## config.mk

```make
export PLATFORM = sky130hd
export DESIGN_NAME = uart_rx_ctrl
export DESIGN_NICKNAME = d
export VERILOG_FILES = /design/src/rtl/uart_pkg.sv /design/src/rtl/uart_rx_fifo.sv /design/src/rtl/uart_rx_ctrl.sv
export SDC_FILE = /design/constraint.sdc
export NUM_CORES = 1
export LEC_CHECK = 0
export ABC_AREA = 0
export BUFFER_PORTS_ARGS = -buffer_cell sky130_fd_sc_hd__buf_2
export CORE_MARGIN = 2
export CORE_UTILIZATION = 55
export DETAILED_ROUTE_END_ITERATION = 10
export PLACE_DENSITY = 0.85
export SYNTH_ARGS = -nofsm -noshare
export SYNTH_HDL_FRONTEND = slang
export SYNTH_SLANG_ARGS = --single-unit
```

## constraint.sdc

```tcl
create_clock -name clk_i -period 2.85 [get_ports clk_i]
set_input_delay 0.285 -clock clk_i [delete_from_list [all_inputs] [get_ports clk_i]]
set_output_delay 0.285 -clock clk_i [all_outputs]
set_load 0.01 [all_outputs]
```

## src/rtl/uart_pkg.sv

```systemverilog
// Shared definitions for the UART receive path: status bit positions used by
// the CPU-bus register block and the idle-timeout FSM state type.
package uart_pkg;

  // Bit positions of the status word presented to the register block
  localparam int OVF      = 0;
  localparam int FRM      = 1;
  localparam int PAR      = 2;
  localparam int BRK      = 3;
  localparam int IDLE     = 4;
  localparam int STATUS_W = 5;

  // Idle-line timeout FSM states
  typedef enum logic [1:0] {
    IDLE_WAIT  = 2'd0,
    IDLE_COUNT = 2'd1,
    IDLE_FIRED = 2'd2
  } idle_state_t;

endpackage

```

## src/rtl/uart_rx_fifo.sv

```systemverilog
// Synchronous byte FIFO, first-word-fall-through. The head byte is held in a
// register that is refreshed on a pop or on a push into an (effectively)
// empty FIFO. push_i/pop_i must already be qualified by the caller
// (no push when full unless popping, no pop when empty).
module uart_rx_fifo #(
  parameter int Depth = 16
) (
  input  logic                     clk_i,
  input  logic                     reset_n_i,
  input  logic                     push_i,
  input  logic [7:0]               wr_data_i,
  input  logic                     pop_i,
  output logic [7:0]               rd_data_o,
  output logic                     empty_o,
  output logic                     full_o,
  output logic [$clog2(Depth):0]   count_o
);

  localparam int AW = $clog2(Depth);
  localparam int CW = AW + 1;

  logic [7:0]    mem_q [Depth];
  logic [AW-1:0] wr_ptr_q, wr_ptr_d;
  logic [AW-1:0] rd_ptr_q, rd_ptr_d;
  logic [CW-1:0] count_q, count_d;
  logic [7:0]    rd_data_q, rd_data_d;

  // Pointer/count update and next head byte (bypass when the pushed byte becomes the head)
  always_comb begin
    wr_ptr_d  = wr_ptr_q;
    rd_ptr_d  = rd_ptr_q;
    count_d   = count_q;
    rd_data_d = rd_data_q;
    if (push_i) wr_ptr_d = wr_ptr_q + AW'(1);
    if (pop_i)  rd_ptr_d = rd_ptr_q + AW'(1);
    case ({push_i, pop_i})
      2'b10:   count_d = count_q + CW'(1);
      2'b01:   count_d = count_q - CW'(1);
      default: count_d = count_q;
    endcase
    if (push_i && ((count_q == '0) || (pop_i && (count_q == CW'(1))))) begin
      rd_data_d = wr_data_i;
    end else if (pop_i) begin
      rd_data_d = mem_q[rd_ptr_d];
    end
  end

  // Storage array; contents need no reset because the pointers define validity
  always_ff @(posedge clk_i) begin
    if (push_i) mem_q[wr_ptr_q] <= wr_data_i;
  end

  // Pointer, count and head registers
  always_ff @(posedge clk_i) begin
    if (!reset_n_i) begin
      wr_ptr_q  <= '0;
      rd_ptr_q  <= '0;
      count_q   <= '0;
      rd_data_q <= '0;
    end else begin
      wr_ptr_q  <= wr_ptr_d;
      rd_ptr_q  <= rd_ptr_d;
      count_q   <= count_d;
      rd_data_q <= rd_data_d;
    end
  end

  assign rd_data_o = rd_data_q;
  assign count_o   = count_q;
  assign empty_o   = (count_q == '0);
  assign full_o    = (count_q == CW'(Depth));

endmodule

```

## src/rtl/uart_rx_ctrl.sv

```systemverilog
// Receive-side controller: oversample tick generator, receive FIFO, sticky
// error flags, idle-line timeout and the combined interrupt request.
module uart_rx_ctrl
  import uart_pkg::*;
#(
  parameter int Depth    = 16,
  parameter int IdleBits = 40,
  parameter int IrqLevel = 8
) (
  input  logic                   clk_i,
  input  logic                   reset_n_i,
  input  logic                   enable_i,
  input  logic [15:0]            baud_div_i,
  output logic                   uart_clk_en_o,
  input  logic [7:0]             rx_data_i,
  input  logic                   rx_valid_i,
  input  logic                   rx_frame_err_i,
  input  logic                   rx_parity_err_i,
  input  logic                   rd_en_i,
  output logic [7:0]             rd_data_o,
  output logic                   empty_o,
  output logic                   full_o,
  output logic [$clog2(Depth):0] count_o,
  input  logic                   clr_status_i,
  output logic                   overflow_o,
  output logic                   frame_err_o,
  output logic                   parity_err_o,
  output logic                   break_o,
  output logic                   idle_irq_o,
  output logic                   irq_o
);

  localparam int CW = $clog2(Depth) + 1;
  localparam int BW = $clog2(IdleBits + 1);
  localparam logic [BW-1:0] IDLE_LAST = BW'(IdleBits - 1);

  logic [15:0]   baud_cnt_q, baud_cnt_d;
  logic          tick_q, tick_d;
  logic [BRK:OVF] sticky_q, sticky_d;
  idle_state_t   state_q, state_d;
  logic [3:0]    sub_q, sub_d;
  logic [BW-1:0] bits_q, bits_d;
  logic          idle_irq_q, idle_irq_d;
  logic          irq_q, irq_d;
  logic          push, pop, drop, drains;

  // FIFO handshake: a full FIFO still accepts a byte when a pop frees a slot
  assign pop    = rd_en_i & ~empty_o;
  assign push   = rx_valid_i & (~full_o | pop);
  assign drop   = rx_valid_i & ~push;
  assign drains = pop & ~push & (count_o == CW'(1));

  uart_rx_fifo #(.Depth(Depth)) u_fifo (
    .clk_i     (clk_i),
    .reset_n_i (reset_n_i),
    .push_i    (push),
    .wr_data_i (rx_data_i),
    .pop_i     (pop),
    .rd_data_o (rd_data_o),
    .empty_o   (empty_o),
    .full_o    (full_o),
    .count_o   (count_o)
  );

  // Baud counter: >= compare so lowering the divisor restarts promptly
  always_comb begin
    baud_cnt_d = baud_cnt_q;
    tick_d     = 1'b0;
    if (!enable_i) begin
      baud_cnt_d = '0;
    end else if (baud_cnt_q >= baud_div_i) begin
      tick_d     = 1'b1;
      baud_cnt_d = '0;
    end else begin
      baud_cnt_d = baud_cnt_q + 16'd1;
    end
  end

  // Sticky status: a new event in the same cycle as a clear survives
  always_comb begin
    sticky_d      = clr_status_i ? '0 : sticky_q;
    sticky_d[OVF] = sticky_d[OVF] | drop;
    sticky_d[FRM] = sticky_d[FRM] | rx_frame_err_i;
    sticky_d[PAR] = sticky_d[PAR] | rx_parity_err_i;
    sticky_d[BRK] = sticky_d[BRK] | (rx_frame_err_i & (rx_data_i == 8'h00));
  end

  // Idle FSM; counting only advances on ticks, so enable_i=0 freezes it
  always_comb begin
    state_d = state_q;
    sub_d   = sub_q;
    bits_d  = bits_q;
    case (state_q)
      IDLE_WAIT: begin
        sub_d  = '0;
        bits_d = '0;
        if (push) state_d = IDLE_COUNT;
      end
      IDLE_COUNT: begin
        if (push || pop) begin
          sub_d  = '0;
          bits_d = '0;
        end else if (tick_d) begin
          if (sub_q == 4'd15) begin
            sub_d = '0;
            if (bits_q == IDLE_LAST) begin
              bits_d  = '0;
              state_d = IDLE_FIRED;
            end else begin
              bits_d = bits_q + BW'(1);
            end
          end else begin
            sub_d = sub_q + 4'd1;
          end
        end
      end
      IDLE_FIRED: begin
        if (push || pop) begin
          sub_d   = '0;
          bits_d  = '0;
          state_d = IDLE_COUNT;
        end
      end
      default: state_d = IDLE_WAIT;
    endcase
    if (drains) begin
      state_d = IDLE_WAIT;
      sub_d   = '0;
      bits_d  = '0;
    end
    idle_irq_d = (state_d == IDLE_FIRED);
  end

  // Combined interrupt, computed from the already-registered sources
  always_comb begin
    irq_d = (count_o >= CW'(IrqLevel)) | idle_irq_q | (|sticky_q);
  end

  // All controller state registers
  always_ff @(posedge clk_i) begin
    if (!reset_n_i) begin
      baud_cnt_q <= '0;
      tick_q     <= 1'b0;
      sticky_q   <= '0;
      state_q    <= IDLE_WAIT;
      sub_q      <= '0;
      bits_q     <= '0;
      idle_irq_q <= 1'b0;
      irq_q      <= 1'b0;
    end else begin
      baud_cnt_q <= baud_cnt_d;
      tick_q     <= tick_d;
      sticky_q   <= sticky_d;
      state_q    <= state_d;
      sub_q      <= sub_d;
      bits_q     <= bits_d;
      idle_irq_q <= idle_irq_d;
      irq_q      <= irq_d;
    end
  end

  assign uart_clk_en_o = tick_q;
  assign overflow_o    = sticky_q[OVF];
  assign frame_err_o   = sticky_q[FRM];
  assign parity_err_o  = sticky_q[PAR];
  assign break_o       = sticky_q[BRK];
  assign idle_irq_o    = idle_irq_q;
  assign irq_o         = irq_q;

endmodule

```

==> flow_summary_export.csv <==
group,metric,value,unit
critical_path,crit_required,3.18,ns
synthesis,netlist_area,9425,µm²
drt,drt_iter0_drc,878,
placement,numPortBuffers,53,
synthesis,synth_fp_nets,840,
floorplanning,core_area,16640,µm²
floorplanning,fp.dieW,134.9,µm
finish,antenna_cells,0,
floorplanning,initial_core_util,56.63,%
critical_path,critPathMaxStageDelay,0.64,ns
timing,tightest_slew,0.9947,ns
worst_hold_path,min_to,"sticky_q[2]",
placement,place_hpwl,14960,µm
timing,clock.fmax,356.2,MHz
synthesis,synth-seq-area-share,52.67,%
synthesis,netlist.area_leader.share,40.78,%
clock_tree,clock-sinks,184,
floorplanning,fp.dieArea,18200,µm²
synthesis,synth_ff_type,"edfxtp_1",
clock_tree,root_buffer,"clkbuf_16",
finish,layout.nets,914,
timing,min_period_over_period,98.51,%
synthesis,yosysTopAreaCell,"edfxtp_1",
clock_tree,clk_path_buf_depth,2,
critical_path,critPathBufInv,3,
synthesis,synth_edf_count,128,
timing,relSlewSlack,33.12,%
placement,placed_cells,1054,
worst_hold_path,worst_hold_startpoint,"rx_parity_err_i",
clock_tree,cts_tree,"built",
finish,mostFrequentLayoutCells,"128 x edfxtp_1, 63 x nand2_1, 55 x dfxtp_1",
synthesis,async_reset_ff_share,0,%
global_route,grt_usage,25.81,%
critical_path,path_cells,"inv_1, ha_1, or4b_4, inv_4, buf_4, nor4_1, o21ai_0, nor3_1, a2111oi_2, a21oi_1",
flow_run,cap_violations,0,
clock_tree,postCtsSetupRepairBufs,0,
placement,gp_congestion,0.9972,
timing,final_max_slew_viol_count,0,
timing,min_period,2.808,ns
timing,setup-tns-final,0,ns
drt,post_drt_wl_per_cell,21.21,µm
worst_hold_path,hold_depth,2,
power,power_density,830.5,nW/µm²
critical_path,r2r-end,"u_fifo.rd_data_o[2]",
global_route,antenna_found_initial,0,
timing,rsz0062_at_grt,"no",
critical_path,critPathTopFamily,"compound AO/OA/AOI/OAI gates",
critical_path,cp_max_fo,13,
synthesis,synth_area_leaders,"edfxtp_1 41%, dfxtp_1 12%, mux4_2 6.5%",
floorplanning,die_y,134.9,µm
clock_tree,cts-hold-fix-buffers,0,
worst_hold_path,worstHoldPathType,"in2reg",
timing,finalClockSkew,0.01838,ns
clock_tree,numCtsBuffers,17,
drt,avgViaCountPerCell,6.477,
power,power,8.880,mW
timing,setup_viol,0,
power,peakVddDrop,0.0004997,V
clock_tree,htreeDepth,4,
drt,drcViolationCount,0,
critical_path,cp.arrival,3.13,ns
critical_path,crit_type,"reg2reg",
synthesis,synth-seq-cells,184,
critical_path,endpoint_kind,"register",
critical_path,ff2ff_path_depth,10,
status,status,"finished clean",
drt,wl,23040,µm
power,p_leak,3.843,nW
timing,whs,0.06248,ns
synthesis,synth_cells,779,
global_route,gr-total-overflow,0,
synthesis,syn_avg_cell_area,12.10,µm²
finish,final_common_cell,"edfxtp_1",
critical_path,worstReg2RegStart,"u_fifo.count_o[1]",
drt,detail-route-antenna-nets,0,
global_route,grt_max_degree,43,
clock_tree,clk_pin_slew,0.07,ns
synthesis,synth_warnings,0,
critical_path,reg2reg_slack,0.04,ns
finish,n_fill_cell,1195,
finish,area_growth,13.43,%
floorplanning,pin_count,54,
global_route,grt_pass1_wl,35810,µm
finish,fin_cells,1086,
synthesis,synth_cell_types,69,
critical_path,start_kind,"register",
clock_tree,ctsResizeCount,0,
floorplanning,rows,47,
timing,finalHoldViolations,0,
drt,num_vias,7034,
drt,dr.pass1.iters,5,
clock_tree,clock_latency,0.44,ns
finish,layout-drive-gt1-share,24.25,%
global_route,grt_pass1_vias,6737,
critical_path,cp_slowest_cell,"o21ai_0",
==> routing by layer <==
metal | track usage (%) | wire, µm
met1 | 33.53 | 9109
met2 | 41.46 | 10990
met3 | 6.119 | 2163
met4 | 11.46 | 773
met5 | 0 | 0
==> registers in the layout, summed over array words and instances (netlist names) <==
| signal | cells |
|---|---|
| u_fifo.mem_q | 128 |
| sub_q | 4 |
| sticky_q | 4 |
| bits_q | 6 |
| u_fifo.wr_ptr_q | 4 |
| u_fifo.rd_data_o | 8 |
| state_q | 2 |
| idle_irq_o | 1 |
| u_fifo.count_o | 5 |
| uart_clk_en_o | 1 |
| u_fifo.rd_ptr_q | 4 |
| baud_cnt_q | 16 |
| irq_o | 1 |
==> stage by stage <==
stage               setup WS, ns  instance area (µm²)  util (%)
finish                   0.04247                10690     64.24
global placement          0.1993                10080     60.58
global route             0.01685                10690     64.24
floorplan                0.02422                 9428         -
detailed placement        0.1238                10080     60.58
CTS                      0.05871                10680     64.20
==> worst max path at each step <==
stage / startpoint / endpoint / slack [ns] / cells after the start
6_report: u_fifo.count_o[1] / u_fifo.rd_data_o[2] / 0.04 / 10
5_1_grt: u_fifo.count_o[1] / u_fifo.rd_data_o[2] / 0.02 / 10
4_1_cts: u_fifo.count_o[1] / bits_q[3] / 0.06 / 11
3_5_place_dp: u_fifo.count_o[1] / u_fifo.rd_data_o[2] / 0.12 / 10
3_3_place_gp: u_fifo.count_o[1] / u_fifo.rd_data_o[7] / 0.20 / 10
2_1_floorplan: u_fifo.count_o[0] / bits_q[3] / 0.02 / 13
==> kinds of logic (layout without fill, tap and decap cells) <==
family                   Yosys count  count (layout)  synth area share (%)
AND/OR/NAND/NOR                  220             220                 11.64
AO/OA/AOI/OAI                    162             162                 12.89
flip-flops                       184             184                 52.67
adder cells (fa/ha/maj)           29              29                 3.850
XOR/XNOR                          26              26                 2.416
multiplexers                      83              83                 12.89
buffers and inverters             75             162                 3.637
==> Yosys cell counts (14+ instances only) <==
cell / number
clkbuf_1: 17
nor2_1: 45
mux2_2: 37
inv_1: 31
dfxtp_1: 56
mux4_2: 27
nor3_1: 15
mux2i_1: 19
and2_1: 15
buf_2: 14
nand2_1: 63
ha_1: 29
nand3_1: 30
o22ai_1: 20
edfxtp_1: 128
xnor2_1: 16
a21oi_1: 19
==> report_power, final <==
| part | leakage, nW | internal [mW] | switching, mW | total (mW) |
|---|---|---|---|---|
| registers | 1.61 | 2.99 | 0.112 | 3.10 |
| clock network | 0.288 | 1.39 | 1.03 | 2.42 |
| logic | 1.94 | 1.47 | 1.89 | 3.36 |
| total | 3.84 | 5.84 | 3.04 | 8.88 |
==> layout make-up <==
| type | instances | area, µm² | share of cell area [%] |
|---|---|---|---|
| clock buffer | 18 | 429.2 | 4.014 |
| clock inverter | 14 | 172.7 | 1.615 |
| inverter | 34 | 137.6 | 1.287 |
| multi-input combinational | 520 | 4123 | 38.56 |
| sequential | 184 | 4966 | 46.45 |
| tap | 220 | 275.3 | 2.575 |
| timing repair buffer | 96 | 588.1 | 5.500 |
Power figures use the tool's default switching activity.
